--- src/rtl/fm_add_rd_sched.sv ---
// rtl/fm_add_rd_sched.sv - DDR read scheduler: issues beat reads, tracks returns, writes assembled words to BRAM
module fm_add_rd_sched #(
   parameter int SEQ_CNT         = 5,
   parameter int APP_DATA_WIDTH  = 64,
   parameter int APP_ADDR_WIDTH  = 29,
   parameter int ADDR_STEP       = 8,
   parameter int BRAM_ADDR_WIDTH = 10,
   parameter int MAX_OUT         = 16
) (
   input  logic                       clk,
   input  logic                       rst_n,
   input  logic                       start,
   input  logic [APP_ADDR_WIDTH-1:0]  base_addr,
   input  logic [BRAM_ADDR_WIDTH:0]   word_cnt,
   output logic                       busy,
   output logic                       done,
   output logic                       app_en,
   output logic [2:0]                 app_cmd,
   output logic [APP_ADDR_WIDTH-1:0]  app_addr,
   input  logic                       app_rdy,
   input  logic [APP_DATA_WIDTH-1:0]  app_rd_data,
   input  logic                       app_rd_data_valid,
   output logic                       s2p_clr,
   output logic                       seq_en,
   output logic [APP_DATA_WIDTH-1:0]  seq,
   input  logic                       par_valid,
   output logic                       bram_we,
   output logic [BRAM_ADDR_WIDTH-1:0] bram_addr
);

   localparam logic [1:0] S_IDLE  = 2'd0;
   localparam logic [1:0] S_ISSUE = 2'd1;
   localparam logic [1:0] S_DRAIN = 2'd2;
   localparam logic [1:0] S_FIN   = 2'd3;

   // Beat counters must hold the largest word_cnt times SEQ_CNT.
   localparam int TOT_W = BRAM_ADDR_WIDTH + 1 + $clog2(SEQ_CNT + 1);
   localparam int OUT_W = $clog2(MAX_OUT) + 1;
   localparam logic [TOT_W-1:0] SEQ_CNT_W = TOT_W'(SEQ_CNT);
   localparam logic [OUT_W-1:0] MAX_OUT_W = OUT_W'(MAX_OUT);

   logic [1:0]                 state_q, state_d;
   logic [APP_ADDR_WIDTH-1:0]  addr_q, addr_d;
   logic [TOT_W-1:0]           total_q, total_d;
   logic [TOT_W-1:0]           issued_q, issued_d;
   logic [OUT_W-1:0]           outst_q, outst_d;
   logic [BRAM_ADDR_WIDTH:0]   words_q, words_d;
   logic [BRAM_ADDR_WIDTH:0]   wr_cnt_q, wr_cnt_d;
   logic [BRAM_ADDR_WIDTH-1:0] bram_addr_q, bram_addr_d;
   logic                       s2p_clr_q, s2p_clr_d;
   logic                       accept;
   logic [BRAM_ADDR_WIDTH:0]   written_nxt;

   always_comb begin
      busy        = (state_q == S_ISSUE) || (state_q == S_DRAIN);
      done        = (state_q == S_FIN);
      app_en      = (state_q == S_ISSUE) && (issued_q < total_q) && (outst_q < MAX_OUT_W);
      app_cmd     = 3'b001;
      app_addr    = addr_q;
      accept      = app_en && app_rdy;
      seq_en      = busy && app_rd_data_valid;
      seq         = app_rd_data;
      bram_we     = busy && par_valid;
      bram_addr   = bram_addr_q;
      s2p_clr     = s2p_clr_q;
      written_nxt = wr_cnt_q + (bram_we ? {{BRAM_ADDR_WIDTH{1'b0}}, 1'b1} : '0);
   end

   always_comb begin
      state_d     = state_q;
      addr_d      = addr_q;
      total_d     = total_q;
      issued_d    = issued_q;
      outst_d     = outst_q;
      words_d     = words_q;
      wr_cnt_d    = wr_cnt_q;
      bram_addr_d = bram_addr_q;
      s2p_clr_d   = 1'b0;
      case (state_q)
         S_IDLE: begin
            if (start) begin
               s2p_clr_d   = 1'b1;
               addr_d      = base_addr;
               words_d     = word_cnt;
               total_d     = TOT_W'(word_cnt) * SEQ_CNT_W;
               issued_d    = '0;
               outst_d     = '0;
               wr_cnt_d    = '0;
               bram_addr_d = '0;
               state_d     = (word_cnt != '0) ? S_ISSUE : S_FIN;
            end
         end
         S_ISSUE, S_DRAIN: begin
            if (accept) begin
               issued_d = issued_q + TOT_W'(1);
               addr_d   = addr_q + APP_ADDR_WIDTH'(ADDR_STEP);
            end
            // A return in the same cycle as an accept leaves the count unchanged.
            if (accept && !app_rd_data_valid)
               outst_d = outst_q + OUT_W'(1);
            else if (!accept && app_rd_data_valid && (outst_q != '0))
               outst_d = outst_q - OUT_W'(1);
            if (bram_we) begin
               bram_addr_d = bram_addr_q + BRAM_ADDR_WIDTH'(1);
               wr_cnt_d    = written_nxt;
            end
            if (state_q == S_ISSUE) begin
               if (accept && (issued_q + TOT_W'(1) == total_q))
                  state_d = S_DRAIN;
            end else if (written_nxt == words_q) begin
               state_d = S_FIN;
            end
         end
         S_FIN:   state_d = S_IDLE;
         default: state_d = S_IDLE;
      endcase
   end

   always_ff @(posedge clk or negedge rst_n) begin
      if (!rst_n) begin
         state_q     <= S_IDLE;
         addr_q      <= '0;
         total_q     <= '0;
         issued_q    <= '0;
         outst_q     <= '0;
         words_q     <= '0;
         wr_cnt_q    <= '0;
         bram_addr_q <= '0;
         s2p_clr_q   <= 1'b0;
      end else begin
         state_q     <= state_d;
         addr_q      <= addr_d;
         total_q     <= total_d;
         issued_q    <= issued_d;
         outst_q     <= outst_d;
         words_q     <= words_d;
         wr_cnt_q    <= wr_cnt_d;
         bram_addr_q <= bram_addr_d;
         s2p_clr_q   <= s2p_clr_d;
      end
   end

endmodule

--- config.mk ---
export PLATFORM = sky130hd
export DESIGN_NAME = fm_add_rd_sched
export DESIGN_NICKNAME = d
export VERILOG_FILES = /design/src/rtl/fm_add_rd_sched.sv
export SDC_FILE = /design/constraint.sdc
export NUM_CORES = 1
export LEC_CHECK = 0
export CORE_MARGIN = 8
export CORE_UTILIZATION = 44
export CTS_BUF_LIST = sky130_fd_sc_hd__clkbuf_2 sky130_fd_sc_hd__clkbuf_4 sky130_fd_sc_hd__clkbuf_8
export DETAILED_ROUTE_END_ITERATION = 12
export PLACE_DENSITY_LB_ADDON = 0.1
export SLEW_MARGIN = 5
export SYNTH_ARGS = -nofsm -noshare
export SYNTH_HDL_FRONTEND = slang
export SYNTH_SLANG_ARGS = --single-unit
--- constraint.sdc ---
create_clock -name clk -period 3.17 [get_ports clk]
set_input_delay 0.634 -clock clk [delete_from_list [all_inputs] [get_ports clk]]
set_output_delay 0.634 -clock clk [all_outputs]
set_load 0.05 [all_outputs]
Word-level counts from Yosys, hierarchy flattened. Cells that the tools add are included.

Flip-flop bits (word level): 97. Bits in latches: 0. RAM bits: 0. Bits in read-only memories: 0. Bits of input ports: 110. Memories kept: 0.

Add/subtract/negate cells: 6. Multipliers: 1. Divide/modulo/power cells: 0. Magnitude comparators: 2. Equality and inequality tests: 11. Shifts and indexed selects: 0. Muxes and demuxes: 25. Bitwise logic cells: 0. Reductions and logical operators: 22.

Operators by type and width (number): two-way mux 29 bit (2); one-hot mux 29 bit (2 select lines) (1); adder 29 x 4 -> 29 bit (second input constant) (1); two-way mux 14 bit (2); one-hot mux 14 bit (2 select lines) (1); two-way mux 11 bit (2); one-hot mux 11 bit (2 select lines) (1); two-way mux 10 bit (2); one-hot mux 10 bit (2 select lines) (1); two-way mux 5 bit (3); adder 14 x 1 -> 14 bit (second input constant) (1); == test 14 bit (1); < comparator 14 bit (1); multiplier 11 x 3 -> 14 bit (second input constant) (1); AND reduction 3 bit (4); adder 11 x 1 -> 11 bit (1); == test 11 bit (1); nonzero test 11 bit (1); adder 10 x 1 -> 10 bit (second input constant) (1); two-way mux 2 bit (5); one-hot mux 5 bit (2 select lines) (1); logical AND 1 bit (9); inequality test 3 bit (second input constant) (3); inequality test 2 bit (second input constant) (3); other kinds (14) (18).

Depth between registers and ports, before layout.
Word-level depth: 10. Mapped depth: 14. Mapped depth without buffers: 13.

Worst setup path before layout. Ideal clock, no wire load.

Path kind: register to register. Start point: reg state_q[0]. End point: reg state_q[1]. Setup time: 0.127 ns. Arrival: 4.123 ns. Required time: 3.043 ns. Setup slack: -1.081 ns. Cell stages (with the launch flop): 15. Buffers on the path: 1. Period minus slack after synthesis: 4.251 ns. Cells stage by stage: dfrtp_1 inv_1 ha_1 clkbuf_1 inv_1 nor2_1 ha_1 ha_1 nand3_1 or3_1 o31ai_1 nor4b_1 a41oi_1 o41ai_2 mux2_1.

Longest elaborated chain between the ends: 8. Elaborated cells between the ends (all ways): 20.

RTL lines: start, declared (line 42) `logic [1:0] state_q, state_d;`; start signal, assigned (line 131) `state_q <= state_d;`; == test 2 x 1 -> 1 bit or == test 2 bit (tied branches) (line 55) `busy = (state_q == S_ISSUE) || (state_q == S_DRAIN);`; logical OR 1 bit (*) (line 55); net busy (line 15) `output logic busy,`; logical AND 1 bit (*) (line 63) `bram_we = busy && par_valid;`; net bram_we (line 27) `output logic bram_we,`; two-way mux 1 bit (*) (line 66) `written_nxt = wr_cnt_q + (bram_we ? {{BRAM_ADDR_WIDTH{1'b0}}, 1'b1} : '0);`; adder 11 x 1 -> 11 bit (*) (line 66); == test 11 bit (*) (line 110) `end else if (written_nxt == words_q) begin`; inequality test 3 bit (no source line) (*); AND reduction 3 bit (no source line) (*).

Mark *: on every way through the listed nets, which the timed path passes. The rest lies on a longest branch. A chain may end at the register's enable or synchronous reset.

Final worst setup path.
Start point: reg total_q[11]. End point: reg outst_q[4].

Longest elaborated chain between the ends: 9. Elaborated cells between the ends (all ways): 12.

RTL lines: start, declared (line 44) `logic [TOT_W-1:0] total_q, total_d;`; start signal, assigned (line 133) `total_q <= total_d;`; < comparator 14 bit (*) (line 57) `app_en = (state_q == S_ISSUE) && (issued_q < total_q) && (outst_q < MAX_OUT_W);`; logical AND 1 bit (*) (2 in a row) (line 57); logical AND 1 bit (*) (line 60) `accept = app_en && app_rdy;`; logical NOT 1 bit (line 101) `else if (!accept && app_rd_data_valid && (outst_q != '0))`; logical AND 1 bit (2 in a row) (line 101); inequality test 3 bit (no source line); AND reduction 3 bit (no source line); end signal, assigned (line 135) `outst_q <= outst_d;`; end, declared (line 46) `logic [OUT_W-1:0] outst_q, outst_d;`.

Mark *: on every way between the ends. The rest lies on a longest branch, timed or not.

==> impl_results.md <==
* Drt first-iter violations at 456
* Placer Congestion at 0.886
* TritonCTS clock tree: yes
* Core region area at 0.0159 mm^2
* Final Setup Violations at 0
* DIE HEIGHT at 143 um
* Worst-path fanout max at 3
* Worst path arrival time at 3.41 ns
* CP most frequent cell: a21o_1
* Met2 Resource Use GR at 0.337
* CP max stage delay at 0.37 ns
* Min Tclk post-route at 3.09 ns
* Cell Rows at 46
* Die area at 0.0205 mm^2
* All-Layer GR Usage at 0.210
* Post-Route WL at 22,000 um
* R2r setup slk at 0.08 ns
* Insertion delay to the later sink of the worst-skew pair at 0.39 ns
* Max-cap violation count at 0
* Antenna diodes at 0
* Worst IR Drop VDD at 507 uV
* WP data required at 3.49 ns
* P per Cell Area at 1020 mW/mm^2
* Post-synth EDFFs at 0
* Final Hold Vio Count at 0
* Final-stage net count at 1,050
* Starting density of the core at 0.449
* Most frequent cell after synthesis: dfrtp_1
* Routed vias/inst at 5.82
* First-pass DRT Iterations at 5
* Most used DFF post-synth: dfrtp_1
* Clock sinks at 95
* Buf/Inv on CP at 1
* Met3 Track Usage GR at 0.0355
* Asr flop ratio synth at 1.00
* Clock root buffer: clkbuf_8
* Reg2reg start: total_q[11]
* Vias in the first global route at 6,482
* CP delay by family, top: compound AO/OA/AOI/OAI gates
* Reg2Reg Depth at 13
* Num CTS Buffers at 9
* Hold_ws at 0.242 ns
* Total grt overflow at 0
* F_max at 323 MHz
* Slowest cell on crit path: dfrtp_1
* Wire per inst at 19.7 um
* # DRC at 0
* Max clock buf depth at 2
* Hold Crit Class: primary input to async pin
* Layout cells sized above 1 at 0.177
* Crit. End Element: register
* I/O pin count at 222
* DP Wirelength at 16,400 um
* Final Max Slew Viols at 0
* Hold_buf cts at 0
* Status: complete, no violations
* P&R area growth vs syn at 21.2%
* Register area share after synthesis at 0.333
* Cells after Synth at 816
* Final Total Pwr at 8.81 mW
* Crit path kind: register to register
* CP Cell Sequence: inv_1 -> ha_1 -> a211oi_2 -> o211ai_1 -> nor3_2 -> a21oi_2 -> or3_4 -> fa_2 -> a21o_1 -> a21o_1 -> nor4_2 -> a22oi_1 -> o22ai_1
* Remaining antenna violation count at 0
* Clock skew at 0.0196 ns
* Mapped Area at 0.00713 mm^2
* Met1 Track Usage GR at 0.267
* H-tree depth at 3
* Synthesized flop and latch total at 95
* Yosys warning count at 0
* Critical Path Source Type: register
* Top cells by count, synth: dfrtp_1 (95), buf_4 (70), nand2_1 (70), o21ai_0 (52), ha_1 (44)
* RR Endpoint: outst_q[4]
* Synth cell types at 69
* Non-Filler Instances at 1,115
* Largest net degree at the start of global routing at 56
* Reg clk slew, reported paths at 0.10 ns
* I/O Buffers at 90
* Placed Instances at 1,096
* Synth top area cells: dfrtp_1 (33%), ha_1 (7.7%), buf_4 (7.4%)
* Post-synth top area share at 0.333
* Final Cycle Share at 0.976
* GRT busiest layer: met2
* Initial antenna violation count at 0
* Avg Cell Area, Syn at 8.74 um^2
* Vias at 6,494
* DIE WIDTH at 143 um
* Largest area contributor in the netlist: dfrtp_1
* Leakage at 3.77 nW
* First-pass GRT wire length at 34,100 um
* Worst-margin pin slew at 1.08 ns
* Slew margin rel. at 0.272
## how the worst max path moves through the flow
| stage | start | to | slack (ns) | cells after the start |
|---|---|---|---|---|
| after detailed placement | start | state_q[1] | -0.40 | 8 |
| after global routing | total_q[11] | outst_q[4] | -0.07 | 13 |
| after CTS | issued_q[1] | state_q[1] | -0.006 | 8 |
| after global placement | start | state_q[1] | -0.33 | 8 |
| final | total_q[11] | outst_q[4] | 0.08 | 13 |
| after floorplan | state_q[1] | state_q[1] | 0.01 | 14 |
## placed cells by master, fill, tap and decap left out, types with 4 or more instances in the layout
master           count
o22ai_1             15
nand4_1             20
nand2_1             70
clkbuf_8             9
buf_4               83
a221o_1              6
xnor2_1             24
a21oi_1             31
o21ai_1              4
xor2_1              20
or2_2                4
nor4_1               5
ha_4                 6
a31oi_1             13
nand3_1             38
nor3_1              15
a32o_1               8
o21a_1               4
a22o_1               9
a31o_2               4
nand3b_1             5
o31ai_1              4
dfrtp_1             93
clkdlybuf4s50_1     84
mux2i_1             12
or4_1                4
or3_1               10
o21ai_0             51
and3_1              18
mux2_2              12
a221oi_1             5
a21o_1              15
ha_1                37
inv_1               35
nor2_1              42
## layout make-up
cell class / instances / area (um^2)
Sequential cell: 95 / 2380
Tap cell: 216 / 270
Inverter: 38 / 143
Clock inverter: 7 / 71.3
Clock buffer: 9 / 124
Fill cell: 1477 / 7240
Timing Repair Buffer: 171 / 1540
Multi-Input combinational cell: 579 / 4120
## per-layer routing
layer	routed length, um	vias up
li1	-	3066
met1	9910	3119
met2	9980	228
met3	1340	81
met4	730	0
met5	0	-
## stage by stage
| stage | setup WS (ns) | util | instance area [um^2] | TNS, ns |
|---|---|---|---|---|
| after floorplan | 0.00994 | - | 7220 | 0 |
| after global placement | -0.329 | 0.524 | 8330 | -0.859 |
| after detailed placement | -0.402 | 0.524 | 8330 | -1.14 |
| after CTS | -0.00575 | 0.537 | 8540 | -0.00575 |
| after global routing | -0.0679 | 0.544 | 8650 | -0.0698 |
| final | 0.0775 | 0.544 | 8650 | 0 |
## cell families (layout without fill, tap and decap cells)
kind of cell,Yosys count,count (layout),share of synthesized area
AOI/OAI and AO/OA,206,206,0.197
xor gates and xnor gates,44,44,0.0540
and+or+nand+nor,253,253,0.179
adders and majority gates,46,46,0.0828
other,2,3,0.00105
muxes,27,27,0.0405
DFF,95,95,0.333
buffers and inverters,143,225,0.113
## flip-flops by register name (all words and copies together), names as in the netlist
register	count
app_addr	29
outst_q	5
s2p_clr	1
wr_cnt_q	11
bram_addr	10
issued_q	14
words_q	9
total_q	14
state_q	2
## where the power goes
group | internal (mW) | leakage, nW | switching [mW]
sequential | 1.66 | 1.20 | 0.542
clock | 0.365 | 0.0916 | 0.493
combinational | 2.30 | 2.48 | 3.45
total | 4.33 | 3.77 | 4.48
## repair_timing
action,CTS,global route
gates resized for setup,3,16
buffers inserted,0,3
endpoints found under the setup margin,3,9
pin swaps,1,6
Note: power is estimated with default switching activity, not from simulation.
==> edit, RTL diff (same settings) <==
`SEQ_CNT`: 5 -> 4.
--- a/src/rtl/fm_add_rd_sched.sv
+++ b/src/rtl/fm_add_rd_sched.sv
@@ -1,6 +1,6 @@
 // rtl/fm_add_rd_sched.sv - DDR read scheduler: issues beat reads, tracks returns, writes assembled words to BRAM
 module fm_add_rd_sched #(
-   parameter int SEQ_CNT         = 5,
+   parameter int SEQ_CNT         = 4,
    parameter int APP_DATA_WIDTH  = 64,
    parameter int APP_ADDR_WIDTH  = 29,
    parameter int ADDR_STEP       = 8,
Check against the original RTL: not equivalent (a bounded check fails within 10 cycles, from zero or initial values and one cycle with rst_n low).
==> edit against the unedited design <==
Via count fell by 21%. Cell area fell by 20%. Wire length fell by 25%. Setup slack improved by 0.083 ns. Critical path depth fell by 1. Sequential cell count fell by 12. Global-route usage fell by 1.3 points. Synthesized area fell by 19%. Maximum frequency rose by 2.7%. Clock skew fell by 0.0073 ns. Non-clock buffer count fell by 30. Count of clock-buffer cells in the layout did not move. Total power fell by 19%. Die area fell by 17%.
==> edit: results (changes against the unedited design) <==
status=complete, no violations (unchanged); Clock net power=0.751 mW (was 0.858 mW); layout cells sized above 1=13.5% (was 17.7%); Synth Area in Adders=5.54% (was 8.28%); most common cell after layout, fill and taps aside=clkdlybuf4s50_1 (was dfrtp_1); Reg2Reg Setup Slack=0.20 ns (was 0.08 ns); Pleak=2.92 nW (was 3.77 nW); PD cells=1030 mW/mm^2 (was 1020 mW/mm^2); Area contributors post-synth=dfrtp_1, buf_4, ha_1, o21ai_0, nand2_1 (was dfrtp_1, ha_1, buf_4, nand2_1, o21ai_0); Largest delay share family, worst path=simple AND/OR/NAND/NOR gates (was compound AO/OA/AOI/OAI gates); slowest stage cell, crit path=clkdlybuf4s50_1 (was dfrtp_1); dpl ws=-0.283 ns (was -0.402 ns); Post-synth top cells=dfrtp_1, nand2_1, buf_4 (was dfrtp_1, buf_4, nand2_1); Seq/Total Area, Yosys=35.9% (was 33.3%); Largest stage delay, worst path=0.50 ns (was 0.37 ns); FILL cells=1259 (was 1477); r2r worst-path depth=14 (was 13); fin crit period=3.01 ns (was 3.09 ns); wl on met1=7.37 mm (was 9.91 mm); r2r startpoint=words_q[2]$_DFFE_PN0P_ (was total_q[11]$_DFFE_PN0P_); metal3 WL=1.09 mm (was 1.34 mm); CP max FO=2 (was 3); Yosys cell types=61 (was 69); Arr. time, crit path=3.31 ns (was 3.41 ns); routed vias=5161 (was 6494); Final Non-Filler Cells=923 (was 1115); post-synthesis xor/xnor area fraction=5.15% (was 5.40%); M1 GR Usage=26.2% (was 26.7%); GR Util All Layers=19.7% (was 21.0%); 1st-iter DRT viols=388 (was 456); Syn Area/Cell=8.48 um^2 (was 8.74 um^2); Setup crit end=state_q[1]$_DFFE_PN0P_ (was outst_q[4]$_DFFE_PN0P_); largest net degree at the start of global routing=51 (was 56)
## edit: cell count changes after synthesis, moves of 8 or more
cell | before | now
nor2_1 | 43 | 33
inv_1 | 36 | 21
a31oi_1 | 13 | 3
a21o_1 | 15 | 5
nand4_1 | 20 | 10
ha_1 | 44 | 24
o31ai_1 | 6 | 14
o22ai_1 | 16 | 29
nand2_1 | 70 | 78
o21ai_0 | 52 | 60
a21oi_1 | 33 | 45
clkbuf_1 | 30 | 21
dfrtp_1 | 95 | 83
mux2_2 | 12 | 2
## edit: kinds of logic (layout without fill, tap and decap cells)
group	after synthesis	in the layout
flip-flops	83	83
buffers and inverters	112	176
AO/OA/AOI/OAI	195	195
XOR/XNOR	34	34
adder cells (fa/ha/maj)	25	25
other	2	3
multiplexers	8	8
AND/OR/NAND/NOR	223	223
## edit: final cells by class
cell class | instances | share of cell area, %
repair buffers | 141 | 18.4
clock buffers | 9 | 1.79
clock inverters | 5 | 0.813
inverters | 21 | 1.14
flip-flops and latches | 83 | 30.0
well taps | 176 | 3.18
multi-input cells | 488 | 44.7
## edit: worst min-delay path by stage
| stage | cells past startpoint | startpoint | endpoint | slack (ns) |
|---|---|---|---|---|
| floorplan | 0 | rst_n | app_addr[0]$_DFFE_PN0P_ | 0.34 |
| global placement | 1 | app_addr[0]$_DFFE_PN0P_ | app_addr[0]$_DFFE_PN0P_ | 0.49 |
| detailed placement | 1 | app_addr[1]$_DFFE_PN0P_ | app_addr[1]$_DFFE_PN0P_ | 0.49 |
| CTS | 1 | rst_n | wr_cnt_q[4]$_DFFE_PN0P_ | 0.25 |
| global route | 1 | rst_n | wr_cnt_q[6]$_DFFE_PN0P_ | 0.29 |
| finish | 1 | rst_n | wr_cnt_q[6]$_DFFE_PN0P_ | 0.25 |
